--- src/rtl/game_pkg.sv ---
// game_pkg: shared definitions for the game controller slice.
//   state_t  : game state encoding (00 IDLE, 01 RUN, 10 DEAD, 11 PAUSED)
//   BCD_W    : width of one BCD score digit
//   BCD_NINE : the all-9s value of one digit, used for carry and saturation
package game_pkg;

  localparam int BCD_W = 4;
  localparam logic [BCD_W-1:0] BCD_NINE = 4'd9;

  typedef enum logic [1:0] {
    ST_IDLE   = 2'b00,
    ST_RUN    = 2'b01,
    ST_DEAD   = 2'b10,
    ST_PAUSED = 2'b11
  } state_t;

endpackage

--- src/rtl/game_controller_if.sv ---
// game_controller_if: bundles the game controller's per-frame inputs and its
// state/speed/score outputs.
//   master : drives frame_tick, score_tick, jump, pause, pixel_valid, dino_px,
//            obstacle_px; observes game_state, dx, score, hiscore, new_hi
//   slave  : the controller side (mirror of master)
interface game_controller_if
  import game_pkg::*;
#(
  parameter int DIGITS = 5,
  parameter int DX_W   = 4
);

  logic                      frame_tick;
  logic                      score_tick;
  logic                      jump;
  logic                      pause;
  logic                      pixel_valid;
  logic                      dino_px;
  logic                      obstacle_px;
  logic [1:0]                game_state;
  logic [DX_W-1:0]           dx;
  logic [BCD_W*DIGITS-1:0]   score;
  logic [BCD_W*DIGITS-1:0]   hiscore;
  logic                      new_hi;

  modport master (
    output frame_tick, score_tick, jump, pause, pixel_valid, dino_px, obstacle_px,
    input  game_state, dx, score, hiscore, new_hi
  );

  modport slave (
    input  frame_tick, score_tick, jump, pause, pixel_valid, dino_px, obstacle_px,
    output game_state, dx, score, hiscore, new_hi
  );

endinterface

--- src/rtl/bcd_counter.sv ---
// bcd_counter: saturating multi-digit BCD up-counter with ripple carry.
//   clk   : clock, posedge
//   rst   : synchronous active-high reset, value -> 0
//   clr   : synchronous clear, value -> 0 (priority over inc)
//   inc   : add one; ignored once all digits are 9
//   value : BCD value, digit 0 in the LSBs
//   sat   : all digits are 9
module bcd_counter
  import game_pkg::*;
#(
  parameter int DIGITS = 5
) (
  input  logic                    clk,
  input  logic                    rst,
  input  logic                    clr,
  input  logic                    inc,
  output logic [BCD_W*DIGITS-1:0] value,
  output logic                    sat
);

  logic [BCD_W*DIGITS-1:0] valueNxt;
  logic                    carry;

  always_comb begin
    sat = 1'b1;
    for (int i = 0; i < DIGITS; i++) begin
      if (value[i*BCD_W +: BCD_W] != BCD_NINE) sat = 1'b0;
    end
  end

  // Carry enters digit 0 and ripples up while digits roll over from 9.
  always_comb begin
    valueNxt = value;
    carry    = inc & ~sat;
    for (int i = 0; i < DIGITS; i++) begin
      if (carry) begin
        if (value[i*BCD_W +: BCD_W] == BCD_NINE) begin
          valueNxt[i*BCD_W +: BCD_W] = '0;
        end else begin
          valueNxt[i*BCD_W +: BCD_W] = value[i*BCD_W +: BCD_W] + 1'b1;
          carry = 1'b0;
        end
      end
    end
  end

  always_ff @(posedge clk) begin
    if (rst || clr) value <= '0;
    else            value <= valueNxt;
  end

endmodule

--- src/rtl/game_controller.sv ---
// game_controller: game state machine with collision detection, BCD score,
// high score and obstacle speed ramp.
//   clk  : clock, all logic on posedge
//   rst  : synchronous active-high reset
//   bus  : game_controller_if.slave
//          in : frame_tick, score_tick, jump, pause, pixel_valid, dino_px, obstacle_px
//          out: game_state, dx, score, hiscore, new_hi (all registered)
// Build option: define GAME_PAUSE_EN to enable the PAUSED state driven by
// pause rising edges; otherwise the pause input is ignored.
module game_controller
  import game_pkg::*;
#(
  parameter int DIGITS           = 5,
  parameter int DX_W             = 4,
  parameter int DX_INIT          = 5,
  parameter int DX_MAX           = 12,
  parameter int RAMP_POINTS      = 100,
  parameter int DEAD_HOLD_FRAMES = 30
) (
  input  logic               clk,
  input  logic               rst,
  game_controller_if.slave   bus
);

  localparam int RAMP_W = (RAMP_POINTS > 1) ? $clog2(RAMP_POINTS) : 1;
  localparam int HOLD_W = (DEAD_HOLD_FRAMES > 0) ? $clog2(DEAD_HOLD_FRAMES + 1) : 1;

  state_t                  state, stateNxt;
  logic                    jumpQ;
  logic                    jumpRise;
  logic                    pauseRise;
  logic                    hitNow;
  logic                    hitLatch;
  logic [RAMP_W-1:0]       rampCnt;
  logic [HOLD_W-1:0]       holdCnt;
  logic                    holdDone;
  logic [DX_W-1:0]         dx;
  logic [BCD_W*DIGITS-1:0] scoreVal;
  logic [BCD_W*DIGITS-1:0] hiscore;
  logic                    newHi;
  logic                    scoreSat;
  logic                    goRun;
  logic                    goDead;
  logic                    goPause;
  logic                    scoreInc;

  assign jumpRise = bus.jump & ~jumpQ;
  assign hitNow   = bus.pixel_valid & bus.dino_px & bus.obstacle_px;
  assign holdDone = (holdCnt >= HOLD_W'(DEAD_HOLD_FRAMES));

`ifdef GAME_PAUSE_EN
  logic pauseQ;

  always_ff @(posedge clk) begin
    if (rst) pauseQ <= 1'b0;
    else     pauseQ <= bus.pause;
  end

  assign pauseRise = bus.pause & ~pauseQ;
`else
  logic unusedPause;
  assign unusedPause = bus.pause;
  assign pauseRise   = 1'b0;
`endif

  always_ff @(posedge clk) begin
    if (rst) state <= ST_IDLE;
    else     state <= stateNxt;
  end

  always_comb begin
    stateNxt = state;
    goRun    = 1'b0;
    goDead   = 1'b0;
    goPause  = 1'b0;
    scoreInc = 1'b0;
    case (state)
      ST_IDLE: begin
        if (jumpRise) begin
          stateNxt = ST_RUN;
          goRun    = 1'b1;
        end
      end
      ST_RUN: begin
        // Collision death outranks a simultaneous pause request.
        if (bus.frame_tick && (hitLatch || hitNow)) begin
          stateNxt = ST_DEAD;
          goDead   = 1'b1;
        end else if (pauseRise) begin
          stateNxt = ST_PAUSED;
          goPause  = 1'b1;
        end
        // Score only advances on cycles that stay in RUN, so a tick
        // coinciding with death or pause entry is dropped.
        scoreInc = bus.score_tick & ~scoreSat & ~goDead & ~goPause;
      end
      ST_DEAD: begin
        if (jumpRise && holdDone) stateNxt = ST_IDLE;
      end
`ifdef GAME_PAUSE_EN
      ST_PAUSED: begin
        if (pauseRise) stateNxt = ST_RUN;
      end
`endif
      default: stateNxt = ST_IDLE;
    endcase
  end

  bcd_counter #(
    .DIGITS (DIGITS)
  ) u_score (
    .clk   (clk),
    .rst   (rst),
    .clr   (goRun),
    .inc   (scoreInc),
    .value (scoreVal),
    .sat   (scoreSat)
  );

  always_ff @(posedge clk) begin
    if (rst) begin
      jumpQ    <= 1'b0;
      hitLatch <= 1'b0;
      rampCnt  <= '0;
      holdCnt  <= '0;
      dx       <= DX_W'(DX_INIT);
      hiscore  <= '0;
      newHi    <= 1'b0;
    end else begin
      jumpQ <= bus.jump;

      if (goRun) begin
        dx       <= DX_W'(DX_INIT);
        rampCnt  <= '0;
        newHi    <= 1'b0;
        hitLatch <= 1'b0;
      end

      if (state == ST_RUN) begin
        if (bus.frame_tick || goPause) hitLatch <= 1'b0;
        else if (hitNow)               hitLatch <= 1'b1;
      end

      // One speed step per RAMP_POINTS score increments.
      if (scoreInc) begin
        if (rampCnt == RAMP_W'(RAMP_POINTS - 1)) begin
          rampCnt <= '0;
          if (dx < DX_W'(DX_MAX)) dx <= dx + 1'b1;
        end else begin
          rampCnt <= rampCnt + 1'b1;
        end
      end

      // BCD digit order makes a plain unsigned compare valid.
      if (goDead) begin
        holdCnt <= '0;
        if (scoreVal > hiscore) begin
          hiscore <= scoreVal;
          newHi   <= 1'b1;
        end
      end

      if (state == ST_DEAD && bus.frame_tick && !holdDone) holdCnt <= holdCnt + 1'b1;
    end
  end

  assign bus.game_state = state;
  assign bus.dx         = dx;
  assign bus.score      = scoreVal;
  assign bus.hiscore    = hiscore;
  assign bus.new_hi     = newHi;

endmodule
--- src/flat_wrapper.sv ---
// flat-port wrapper written by rule: the top's interface ports become plain ports
module game_controller_flat import game_pkg::*;
#(
  parameter int DIGITS           = 5,
  parameter int DX_W             = 4,
  parameter int DX_INIT          = 5,
  parameter int DX_MAX           = 12,
  parameter int RAMP_POINTS      = 100,
  parameter int DEAD_HOLD_FRAMES = 30
)
  (clk, rst, bus_frame_tick, bus_score_tick, bus_jump, bus_pause, bus_pixel_valid, bus_dino_px, bus_obstacle_px, bus_game_state, bus_dx, bus_score, bus_hiscore, bus_new_hi);
  game_controller_if #(.DIGITS(DIGITS), .DX_W(DX_W)) bus_i ();
  input  logic clk;
  input  logic rst;
  input wire logic [$bits(bus_i.frame_tick)-1:0] bus_frame_tick;
  input wire logic [$bits(bus_i.score_tick)-1:0] bus_score_tick;
  input wire logic [$bits(bus_i.jump)-1:0] bus_jump;
  input wire logic [$bits(bus_i.pause)-1:0] bus_pause;
  input wire logic [$bits(bus_i.pixel_valid)-1:0] bus_pixel_valid;
  input wire logic [$bits(bus_i.dino_px)-1:0] bus_dino_px;
  input wire logic [$bits(bus_i.obstacle_px)-1:0] bus_obstacle_px;
  output wire logic [$bits(bus_i.game_state)-1:0] bus_game_state;
  output wire logic [$bits(bus_i.dx)-1:0] bus_dx;
  output wire logic [$bits(bus_i.score)-1:0] bus_score;
  output wire logic [$bits(bus_i.hiscore)-1:0] bus_hiscore;
  output wire logic [$bits(bus_i.new_hi)-1:0] bus_new_hi;
  assign bus_i.frame_tick = bus_frame_tick;
  assign bus_i.score_tick = bus_score_tick;
  assign bus_i.jump = bus_jump;
  assign bus_i.pause = bus_pause;
  assign bus_i.pixel_valid = bus_pixel_valid;
  assign bus_i.dino_px = bus_dino_px;
  assign bus_i.obstacle_px = bus_obstacle_px;
  assign bus_game_state = bus_i.game_state;
  assign bus_dx = bus_i.dx;
  assign bus_score = bus_i.score;
  assign bus_hiscore = bus_i.hiscore;
  assign bus_new_hi = bus_i.new_hi;
  game_controller #(.DIGITS(DIGITS), .DX_W(DX_W), .DX_INIT(DX_INIT), .DX_MAX(DX_MAX), .RAMP_POINTS(RAMP_POINTS), .DEAD_HOLD_FRAMES(DEAD_HOLD_FRAMES)) u_core (.clk(clk), .rst(rst), .bus(bus_i));
endmodule
--- config.mk ---
export PLATFORM = sky130hd
export DESIGN_NAME = game_controller_flat
export DESIGN_NICKNAME = d
export VERILOG_FILES = /design/src/rtl/game_pkg.sv /design/src/rtl/game_controller_if.sv /design/src/rtl/bcd_counter.sv /design/src/rtl/game_controller.sv /design/src/flat_wrapper.sv
export SDC_FILE = /design/constraint.sdc
export NUM_CORES = 1
export LEC_CHECK = 0
export CAP_MARGIN = 10
export CORE_UTILIZATION = 54
export DETAILED_ROUTE_END_ITERATION = 8
export PLACE_DENSITY = 0.89
export SLEW_MARGIN = 0
export SYNTH_ARGS = -nofsm -noshare
export SYNTH_HDL_FRONTEND = slang
export SYNTH_SLANG_ARGS = --single-unit
--- constraint.sdc ---
create_clock -name clk -period 3.9 [get_ports clk]
set_input_delay 0.78 -clock clk [delete_from_list [all_inputs] [get_ports clk]]
set_output_delay 0.78 -clock clk [all_outputs]
set_load 0.02 [all_outputs]
Word level (Yosys, flattened, before mapping) --
Index checks and enable logic that the tools add are counted.
Operators by class: add/sub/neg operators 8, $mul 0, div/mod/pow operators 0, $lt $le $gt $ge 3, equal/unequal tests 16, shifts and indexed selects 0, muxes and demuxes 46, bitwise gates (word level) 11, reduce and logical (&&, ||, !) cells 13
Operator list (count):
- 4-bit two-way mux | 9
- 1-bit two-way mux | 28
- 4-bit by 1-bit adder with 4-bit output, second input constant | 6
- 7-bit two-way mux | 3
- 4-bit equality test, second input constant | 5
- 20-bit greater-than comparator | 1
- 4-bit != test, second input constant | 5
- 5-bit two-way mux | 2
- 7-bit by 1-bit adder with 7-bit output, second input constant | 1
- 1-bit AND | 7
- 7-bit equality test, second input constant | 1
- 2-bit two-way mux | 3
- 2-bit by 1-bit != test with 1-bit output, second input constant | 3
- 2-bit case mux with 3 select lines | 1
- 5-bit by 1-bit adder with 5-bit output, second input constant | 1
- 5-bit >= comparator, second input constant | 1
- 1-bit logical AND | 4
- 4-bit less-than comparator, second input constant | 1
- 1-bit NOT | 4
- 2-bit nonzero test | 2
- 1-bit logical OR | 3
- 3-bit AND reduction | 1
- 2-bit by 1-bit equality test with 1-bit output, second input constant | 1
- 2-bit equality test, second input constant | 1
- other kinds (3) | 3
Storage, ports and cells: register bits after elaboration 61, bits in latches 0, RAM bits 0, memory bits (read-only) 0, input port bits 9, logic and storage cells 110, memories kept 0

Logic depth before layout (Yosys ltp) --
Gate-level depths: netlist of the first run.
depth in word-level cells 16, mapped depth 9, mapped depth without buffers 7

Cells and area by module --
A second synthesis of the first run with hierarchy kept.
Second synthesis, totals: cells, all modules 507, area, all modules 4174.0 µm²
Modules (own cells, without submodules):
- game_controller | times used 1, cells each 380, area each 3104.2 µm², sequential area each 820.8 µm²
- bcd_counter | times used 1, cells each 127, area each 1069.8 µm², sequential area each 400.4 µm²

Worst setup path after synthesis of the first run --
Ideal clock, no wire load.
kind reg2reg, start point register u_core.u_score.value[13], end point register u_core.hiscore[13], in the netlist u_core.bus.hiscore[13], library setup time 60 ps, arrival 2195 ps, required time 3840 ps, path slack 1645 ps, stages on the path, launching flop included 8, buffers on the path 1, cells stage by stage dfxtp_1 ha_1 and4_1 and2_1 a22o_1 o32ai_4 buf_2 a22o_1
On the way: word-level cells in the longest chain between the ends 2
RTL lines:
- start, declared | line bcd_counter.sv:17 | output logic [BCD_W*DIGITS-1:0] value,
- start signal, assigned | line bcd_counter.sv:49 | else value <= valueNxt;
- 20-bit greater-than comparator | line game_controller.sv:157 | if (scoreVal > hiscore) begin
- 2-bit AND reduction (no line)
- end signal, assigned | line game_controller.sv:158 | hiscore <= scoreVal;
- end, declared | line game_controller.sv:39 | logic [BCD_W*DIGITS-1:0] hiscore;
Parallel ways exist; a longest one is shown, timed or not. A chain may end at the register's enable or synchronous reset.

Final worst setup path of the first run --
start point input port bus_jump, end point register u_core.u_score.value[5]
On the way: word-level cells in the longest chain between the ends 4
RTL lines:
- start, declared | line flat_wrapper.sv:17 | input wire logic [$bits(bus_i.jump)-1:0] bus_jump;
- 1-bit AND | line game_controller.sv:47 | assign jumpRise = bus.jump & ~jumpQ;
- 1-bit two-way mux | line game_controller.sv:79 | if (jumpRise) begin
- 1-bit two-way mux | line game_controller.sv:77 | case (state)
- 1-bit logical OR | line bcd_counter.sv:48 | if (rst || clr) value <= '0;
Every way passes these cells.

==> run_results.csv, run 1 <==
group,metric,value,unit
run_status,status,"finished clean",
yosys,synthCells,382,
job,max_cap_viol_count,0,
sta,max_clock_freq,381,MHz
die,dieWidth,81.5,µm
sta,slew_headroom,45.4,%
power_and_ir_drop,ir_drop,249,µV
worst_setup_path,r2r_setup_slack,1380,ps
global_route,grt_overflow,0,
clocking,ctsHoldBuffers,0,
sta,layout_min_cycle_time,2630,ps
global_route,grt_pass1_vias,2845,
hold_path,worst_hold_path_type,"register to register",
global_route,grt_start_max_net_pins,20,
final_layout,num-fill-cells,487,
sta,fin_skew,9.12,ps
power_and_ir_drop,power.leakage,1.54,nW
global_route,antenna_found_initial,0,
placement,port_buffers,54,
drt,wl,7820,µm
sta,finalSetupViolations,0,
clocking,cts_sinks,61,
clocking,clockBufferDepth,2,
yosys,synth_top_cells_by_count,"dfxtp_1 (61), inv_1 (29), a21oi_1 (26)",
final_layout,num-nets-final,465,
drt,drtIter0Drc,142,
final_layout,synthToLayoutAreaGrowth,22.9,%
die,core-area,6030,µm²
drt,drc,0,
drt,drt_first_pass_iters,5,
clocking,clk_latency,350,ps
drt,wl_per_cell,15.3,µm
global_route,track_usage,25.6,%
yosys,yosys-top-cells-area,"dfxtp_1 (36%), ha_1 (8.8%), a22o_1 (5.1%)",
worst_setup_path,critPathRequiredTime,4130,ps
die,die-area,6640,µm²
yosys,ys_warn_count,0,
worst_setup_path,start_kind,"primary input",
worst_setup_path,crit_path_end_kind,"register",
sta,final.period_utilization,67.3,%
sta,finalSetupTns,0,ps
clocking,cts.htree.levels,3,
yosys,synth.largest_area_cell,"dfxtp_1",
die,start_util,56.6,%
final_layout,drive_gt1_share,7.55,%
yosys,yosysTopAreaCellShare,35.8,%
hold_path,holdPathStages,2,
clocking,cts_tree,"yes",
yosys,synth-edff-count,0,
placement,place.detailed.hpwl,5530,µm
clocking,cts_buffers,9,
sta,rsz0062_at_grt,"false",
drt,ant_nets,0,
worst_setup_path,criticalPathCategory,"primary input to register",
worst_setup_path,crit_end,"u_core.u_score.value[5]",
final_layout,n_antenna_cell,0,
yosys,ys_ff_latch,61,
worst_setup_path,r2r_cells,6,
drt,routed-via-count,3071,
clocking,clk_pin_slew,70,ps
placement,gp_congestion,0.815,
yosys,netlist-cell-type-count,60,
yosys,synth_area_per_cell,8.94,µm²
global_route,grt_first_pass_wirelength,12900,µm
clocking,cts_resized,0,
hold_path,hp-start,"u_core.rampCnt[2]",
sta,finalMaxSlewViolations,0,
worst_setup_path,crit_fanout,16,
worst_setup_path,r2r-start,"u_core.u_score.value[13]",
yosys,synth_area,3410,µm²
yosys,post-synth-top-count-cell,"dfxtp_1",
final_layout,final_area,4190,µm²
drt,viasPerCell,6.00,
worst_setup_path,r2r-end,"u_core.bus.hiscore[7]",
die,die_h,81.5,µm
power_and_ir_drop,power.density,321,nW/µm²
worst_setup_path,cp.arrival,2860,ps
clocking,cts_root_buffer,"clkbuf_8",
die,rows,28,
yosys,synthArstFlopShare,0,%
sta,worstMarginPinSlew,819,ps
worst_setup_path,startpoint,"bus_jump",
placement,placed_area,3970,µm²
clocking,postCtsSetupBuffers,0,
yosys,syn_nets,415,
yosys,dominantRegCellSynth,"dfxtp_1",
yosys,ys_seq_area_share,35.8,%
sta,timing.final.hold_violations,0,
die,io_pins,56,
cell type report:
type	instances	area, µm²	share of cell area [%]
clock inverter	4	70.1	1.67
clock buffer	12	155	3.70
inverter	29	109	2.60
sequential	61	1220	29.1
tap	75	93.8	2.24
timing repair buffer	59	578	13.8
multi-input combinational	272	1970	46.9
worst min-delay path by stage:
stage | slack, ps | endpoint
3_3_place_gp | 460 | u_core.rampCnt[2]
2_1_floorplan | 440 | u_core.holdCnt[4]
6_report | 480 | u_core.rampCnt[2]
5_1_grt | 500 | u_core.hitLatch
4_1_cts | 480 | u_core.rampCnt[2]
3_5_place_dp | 470 | u_core.holdCnt[4]
state kept, by name (all words and copies together) (netlist names):
signal / cells
u_core.bus.new_hi: 1
u_core.hitLatch: 1
u_core.bus.game_state: 2
u_core.jumpQ: 1
u_core.u_score.value: 20
u_core.holdCnt: 5
u_core.bus.dx: 4
u_core.bus.hiscore: 20
u_core.rampCnt: 7
kinds of logic (layout without fill, tap and decap cells):
group / count (synthesis) / count (layout) / synth area share [%]
adder cells (fa/ha/maj): 24 / 24 / 8.80
multiplexers: 4 / 4 / 1.17
buffers and inverters: 49 / 104 / 6.60
XOR/XNOR: 10 / 10 / 2.57
AND/OR/NAND/NOR: 126 / 126 / 21.3
flip-flops: 61 / 61 / 35.8
AO/OA/AOI/OAI: 108 / 108 / 23.8
critical path, cell delays in order:
cell and delay [ps]:
clkdlybuf4s50_1 480, or4b_2 690, nand2_1 560, buf_4 280, a21oi_1 60
metrics by stage:
step | util [%] | total power [W] | hold WS (ps) | cells | setup WS (ps)
after detailed placement | 65.9 | 0.000709 | 471 | 496 | 939
after global placement | 65.9 | 0.000707 | 463 | 496 | 984
after CTS | 69.6 | 0.00135 | 481 | 512 | 1290
after global routing | 69.6 | 0.00139 | 504 | 512 | 1190
after floorplan | - | 0.000686 | 441 | 382 | 1640
final | 69.6 | 0.00135 | 481 | 512 | 1270
cells in the final DEF (no fill, tap or decap), types with 3 or more instances in the layout:
master / Yosys / routed
nor4_1: 3 / 3
a31oi_1: 3 / 3
dfxtp_1: 61 / 61
nor2b_1: 9 / 9
a22o_1: 20 / 20
ha_1: 24 / 24
nand2b_1: 6 / 6
o21a_1: 4 / 4
nand4_1: 8 / 8
nand3b_1: 3 / 3
o2111ai_1: 7 / 7
nor3_1: 5 / 5
a21o_1: 6 / 6
and3_1: 6 / 6
nand2_1: 19 / 19
inv_1: 29 / 29
clkbuf_8: 0 / 11
nand3_1: 17 / 17
o22ai_1: 3 / 3
xor2_1: 6 / 6
and2_1: 3 / 3
mux2i_1: 4 / 4
o21ai_0: 11 / 11
o211ai_1: 5 / 5
buf_4: 2 / 5
nor2_1: 25 / 25
and4_1: 5 / 5
xnor2_1: 4 / 4
a211oi_1: 3 / 3
clkdlybuf4s50_1: 0 / 54
a21oi_1: 26 / 26
routing by layer:
metal	vias up	GRT usage (%)	share of wire [%]
met5	-	0	0
met4	0	13.4	1.8
met3	19	4.44	4.3
met2	78	44.4	49
met1	1457	30.1	45
li1	1517	-	-
report_power, final:
part,total [W],internal (W),leakage [nW],switching (W)
clock,0.000649,0.000393,0.116,0.000257
combinational,0.0000653,0.0000243,0.930,0.0000410
sequential,0.000630,0.000626,0.492,0.00000450
No activity file was read; power rests on OpenSTA's default activity.
==> run 2, diff against run 1 <==
clock period = 2.5 ns   (was 3.9 ns; I/O delays follow)
==> run_results.csv, run 2 (same netlist as run 1, synthesis figures left out) <==
group,metric,value,unit
global_route,grt_use_met1,34.1,%
die,die-area,6640,µm²
power_and_ir_drop,power.density,480,nW/µm²
drt,routed-via-count,3295,
clocking,clockBufferDepth,2,
clocking,clk_pin_slew,70,ps
worst_setup_path,startpoint,"u_core.bus.hiscore[19]",
hold_path,hold-path-endpoint,"u_core.hitLatch",
worst_setup_path,crit_fanout,19,
drt,wl_per_cell,16.7,µm
worst_setup_path,criticalPathCategory,"register to register",
sta,timing.final.hold_violations,0,
worst_setup_path,start_kind,"register",
job,max_cap_viol_count,0,
global_route,grt_start_max_net_pins,20,
drt,drc,0,
worst_setup_path,r2r-end,"u_core.bus.hiscore[3]",
placement,placed_area,4130,µm²
global_route,antenna_found_initial,0,
clocking,clk_latency,360,ps
die,rows,28,
final_layout,synthToLayoutAreaGrowth,28.0,%
worst_setup_path,cp.arrival,2590,ps
power_and_ir_drop,power.leakage,1.64,nW
worst_setup_path,r2r_cells,8,
clocking,cts.htree.levels,3,
sta,max_clock_freq,426,MHz
clocking,cts_tree,"yes",
worst_setup_path,crit_path_end_kind,"register",
sta,final.period_utilization,93.9,%
placement,gp_congestion,0.872,
worst_setup_path,crit_path_max_incr_delay,390,ps
hold_path,hp-start,"u_core.hitLatch",
global_route,grt_first_pass_wirelength,14000,µm
global_route,grt_overflow,0,
die,start_util,56.6,%
worst_setup_path,worstPathCellList,"inv_1 -> ha_1 -> and4_1 -> nand4_1 -> o221ai_1 -> o32ai_4 -> buf_12 -> a22o_1",
global_route,use_met3,8.11,%
power_and_ir_drop,ir_drop,466,µV
worst_setup_path,critPathSlowestCell,"o221ai_1",
placement,place.detailed.hpwl,5970,µm
global_route,grt_pass1_vias,2975,
clocking,cts_resized,0,
run_status,status,"finished clean",
die,io_pins,56,
drt,ant_nets,0,
worst_setup_path,r2r_setup_slack,150,ps
sta,fin_skew,7.93,ps
die,die_h,81.5,µm
drt,wl,8900,µm
final_layout,num-nets-final,487,
sta,layout_min_cycle_time,2350,ps
global_route,track_usage,27.9,%
die,core-area,6030,µm²
final_layout,n_antenna_cell,0,
final_layout,layout_commonest_cell,"dfxtp_1",
clocking,cts_root_buffer,"clkbuf_8",
die,dieWidth,81.5,µm
final_layout,drive_gt1_share,12.2,%
global_route,grt_busiest_layer,"met2",
global_route,use_met2,46.8,%
final_layout,mostFrequentLayoutCells,"dfxtp_1 (61), clkdlybuf4s50_1 (54), inv_1 (29), a21oi_1 (26), buf_4 (26)",
sta,worst_hold_slack,491,ps
final_layout,final_area,4370,µm²
worst_setup_path,critPathRequiredTime,2750,ps
hold_path,holdPathStages,2,
drt,drtIter0Drc,180,
worst_setup_path,r2r-start,"u_core.bus.hiscore[19]",
drt,viasPerCell,6.17,
clocking,cts_sinks,61,
final_layout,reg_top3,"u_core.bus.hiscore (20), u_core.u_score.value (20), u_core.rampCnt (7)",
worst_setup_path,crit_family,"compound AO/OA/AOI/OAI gates",
placement,port_buffers,54,
sta,worstMarginPinSlew,758,ps
hold_path,worst_hold_path_type,"register to register",
drt,drt_first_pass_iters,5,
worst_setup_path,critPathBufInv,2,
sta,slew_headroom,49.3,%
sta,finalSetupViolations,0,
clocking,cts_buffers,9,
sta,finalMaxSlewViolations,0,
==> run 2: how the worst max path moves through the flow <==
stage,slack [ps],cells after the start,to
final,150,8,u_core.bus.hiscore[3]
after global routing,-40,8,u_core.bus.hiscore[3]
after CTS,40,7,u_core.bus.hiscore[9]
after detailed placement,40,7,u_core.u_score.value[17]
after global placement,80,7,u_core.u_score.value[17]
after floorplan,240,7,u_core.bus.hiscore[13]
==> run 2: stage by stage <==
stage               utilization [%]  setup TNS (ps)  setup WS (ps)  cells  power (W)
floorplan                         -               0            245    382    0.00107
global placement               68.5               0           79.0    517    0.00111
detailed placement             68.5               0           43.6    517    0.00112
CTS                            72.2               0           42.3    533    0.00210
global route                   72.5           -52.5          -40.6    534    0.00216
finish                         72.5               0            152    534    0.00210
==> run 2: report_power, final <==
group          switching, W  total [W]  internal, W  leakage [nW]
logic             0.0000687   0.000117    0.0000486          1.05
registers        0.00000656   0.000982     0.000976         0.492
clock network      0.000436   0.000999     0.000563         0.102
==> run 2: worst reg2reg max path, delay by kind of cell, from the launching register on <==
family,cells,cell delay (ps)
buffers and inverters,2,230
AO/OA/AOI/OAI,3,790
AND/OR/NAND/NOR,2,560
adder cells (fa/ha/maj),1,320
flip-flops,1,360
==> run 2: metal layers <==
layer	up-vias	share of wire (%)
met2	108	50
met1	1601	43
met5	-	0
met3	18	5.2
li1	1568	-
met4	0	1.6
==> run 2: area by class of cell <==
| type | count | area, µm² |
|---|---|---|
| multi-input cells | 272 | 1970 |
| fillers | 441 | 1660 |
| flip-flops and latches | 61 | 1220 |
| repair buffers | 81 | 756 |
| clock buffers | 9 | 124 |
| inverters | 29 | 109 |
| clock inverters | 7 | 100 |
| well taps | 75 | 93.8 |
==> run 2: timing repair <==
action / 4_1_cts / 5_1_grt
hold buffers: 0 / 0
setup buffers: 0 / 1
endpoints found under the hold margin: 0 / 0
setup endpoints to repair: 0 / 19
==> run 3, diff against run 2 <==
CORE_ASPECT_RATIO = 0.8   (was unset)
==> run_results.csv, run 3 (same netlist as run 1, synthesis figures left out) <==
group,metric,value,unit
global_route,grt_first_pass_wirelength,13900,µm
power_and_ir_drop,power.density,427,nW/µm²
power_and_ir_drop,p_switching,0.000438,W
worst_setup_path,critPathBufInv,2,
drt,drtIter0Drc,284,
worst_setup_path,start_kind,"register",
clocking,cts_resized,0,
die,dieWidth,90.9,µm
placement,gp_congestion,0.858,
clocking,clockBufferDepth,2,
die,start_util,56.8,%
power_and_ir_drop,p_seq_share,53.4,%
clocking,cts_tree,"yes",
power_and_ir_drop,p_clk_share,40.2,%
global_route,grt_overflow,0,
hold_path,hp-start,"u_core.hitLatch",
sta,finalMaxSlewViolations,0,
power_and_ir_drop,power_frac_comb,6.4,%
worst_setup_path,r2r_cells,8,
sta,slew_headroom,49.7,%
final_layout,synthToLayoutAreaGrowth,26.4,%
final_layout,num-fill-cells,476,
worst_setup_path,r2r-end,"u_core.bus.hiscore[2]",
final_layout,n_antenna_cell,0,
final_layout,mostFrequentLayoutCells,"dfxtp_1 (61), clkdlybuf4s50_1 (54), inv_1 (29), a21oi_1 (26), buf_4 (26)",
die,io_pins,56,
worst_setup_path,critPathSlowestCell,"dfxtp_1",
sta,worstMarginPinSlew,751,ps
sta,finalSetupTns,0,ps
sta,fin_skew,6.51,ps
placement,place.detailed.hpwl,6160,µm
worst_setup_path,crit_family,"compound AO/OA/AOI/OAI gates",
drt,viasPerCell,6.16,
final_layout,final_area,4310,µm²
hold_path,worst_hold_path_type,"register to register",
final_layout,num-nets-final,487,
drt,drt_first_pass_iters,5,
final_layout,reg_top3,"u_core.bus.hiscore (20), u_core.u_score.value (20), u_core.rampCnt (7)",
drt,wl_per_cell,16.3,µm
worst_setup_path,worstPathCellList,"inv_1 -> ha_1 -> and4_1 -> nand4_1 -> o221ai_1 -> o32ai_4 -> buf_12 -> a22o_1",
sta,timing.final.hold_violations,0,
die,rows,25,
worst_setup_path,crit_path_max_incr_delay,360,ps
final_layout,layout_commonest_cell,"dfxtp_1",
drt,routed-via-count,3321,
die,core-area,6010,µm²
worst_setup_path,criticalPathCategory,"register to register",
worst_setup_path,startpoint,"u_core.bus.hiscore[19]",
clocking,cts.htree.levels,3,
worst_setup_path,r2r_setup_slack,170,ps
global_route,grt_pass1_vias,2942,
power_and_ir_drop,internal_power,0.00140,W
worst_setup_path,critPathRequiredTime,2730,ps
power_and_ir_drop,ir_drop,383,µV
power_and_ir_drop,power.leakage,1.62,nW
die,die_h,73.1,µm
worst_setup_path,r2r-start,"u_core.bus.hiscore[19]",
die,die-area,6640,µm²
global_route,antenna_found_initial,0,
sta,finalSetupViolations,0,
clocking,cts_buffers,9,
power_and_ir_drop,swShare,23.8,%
drt,drc,0,
sta,worst_hold_slack,490,ps
hold_path,hold-path-endpoint,"u_core.hitLatch",
sta,final.period_utilization,93.3,%
job,max_cap_viol_count,0,
clocking,clk_pin_slew,70,ps
sta,max_clock_freq,429,MHz
global_route,grt_start_max_net_pins,20,
placement,port_buffers,54,
clocking,cts_sinks,61,
run_status,status,"finished clean",
final_layout,drive_gt1_share,11.4,%
clocking,cts_root_buffer,"clkbuf_8",
sta,rsz0062_at_grt,"false",
worst_setup_path,crit_path_end_kind,"register",
worst_setup_path,cp.arrival,2560,ps
drt,wl,8810,µm
clocking,clk_latency,340,ps
drt,ant_nets,0,
hold_path,holdPathStages,2,
sta,layout_min_cycle_time,2330,ps
global_route,track_usage,26.5,%
worst_setup_path,crit_fanout,19,
placement,placed_area,4130,µm²
==> run 3: cell count changes in the layout (fill, tap and decap cells not counted) <==
| cell | change |
|---|---|
| clkbuf_1 | +3 |
| bufinv_16 | -2 |
| clkinv_4 | -2 |
| clkinvlp_4 | -3 |
| clkinv_2 | +2 |
| clkbuf_8 | +1 |
==> run 3: power groups by stage <==
stage | Sequential (W) | Combinational, W | Clock (W)
floorplan | 0.00101 | 0.0000649 | 0
global placement | 0.00101 | 0.000108 | 0
detailed placement | 0.00101 | 0.000111 | 0
CTS | 0.000984 | 0.000112 | 0.000752
global route | 0.000985 | 0.000126 | 0.000788
finish | 0.000984 | 0.000118 | 0.000740
==> run 3: worst max-delay path by stage <==
stage	endpoint	slack (ps)	depth (start not counted)
6_report	u_core.bus.hiscore[2]	170	8
2_1_floorplan	u_core.bus.hiscore[13]	240	7
4_1_cts	u_core.bus.hiscore[8]	50	6
3_3_place_gp	u_core.bus.hiscore[7]	140	7
3_5_place_dp	u_core.bus.hiscore[8]	80	7
5_1_grt	u_core.bus.hiscore[13]	40	8
==> run 3: what timing repair did <==
item                       in CTS  in global routing
hold buffers                    0                  0
hold endpoints to repair        0                  0
setup endpoints to repair       0                 19
buffers inserted                0                  1
==> run 3: worst register-to-register path, cell delays in order, from the launching register on <==
cell and delay (ps):
dfxtp_1 360, inv_1 60, ha_1 320, and4_1 310
nand4_1 240, o221ai_1 360, o32ai_4 150, buf_12 180
a22o_1 240
==> run 3: through the flow <==
stage / cells / power, W / setup WS (ps) / util (%)
global placement: 523 / 0.00111 / 143 / 68.8
detailed placement: 523 / 0.00112 / 76.7 / 68.8
CTS: 538 / 0.00185 / 46.3 / 71.5
floorplan: 382 / 0.00107 / 245 / -
finish: 539 / 0.00184 / 168 / 71.8
global route: 539 / 0.00190 / 35.4 / 71.8
==> run 3: layout make-up <==
class / instances / area, µm² / share of cell area, %
flip-flops and latches: 61 / 1220 / 28.3
multi-input cells: 272 / 1970 / 45.6
clock inverters: 2 / 10.0 / 0.232
repair buffers: 81 / 756 / 17.5
well taps: 81 / 101 / 2.35
clock buffers: 13 / 149 / 3.45
inverters: 29 / 109 / 2.52
==> run 3: per-layer routing <==
| layer | GRT usage [%] | vias to the layer above | share of wire [%] | wire (µm) |
|---|---|---|---|---|
| met4 | 10.8 | 0 | 2.5 | 223 |
| met3 | 5.63 | 30 | 5.5 | 483 |
| met2 | 45.5 | 124 | 47 | 4170 |
| li1 | - | 1566 | - | - |
| met1 | 33.0 | 1601 | 45 | 3930 |
| met5 | 0 | - | 0 | 0 |
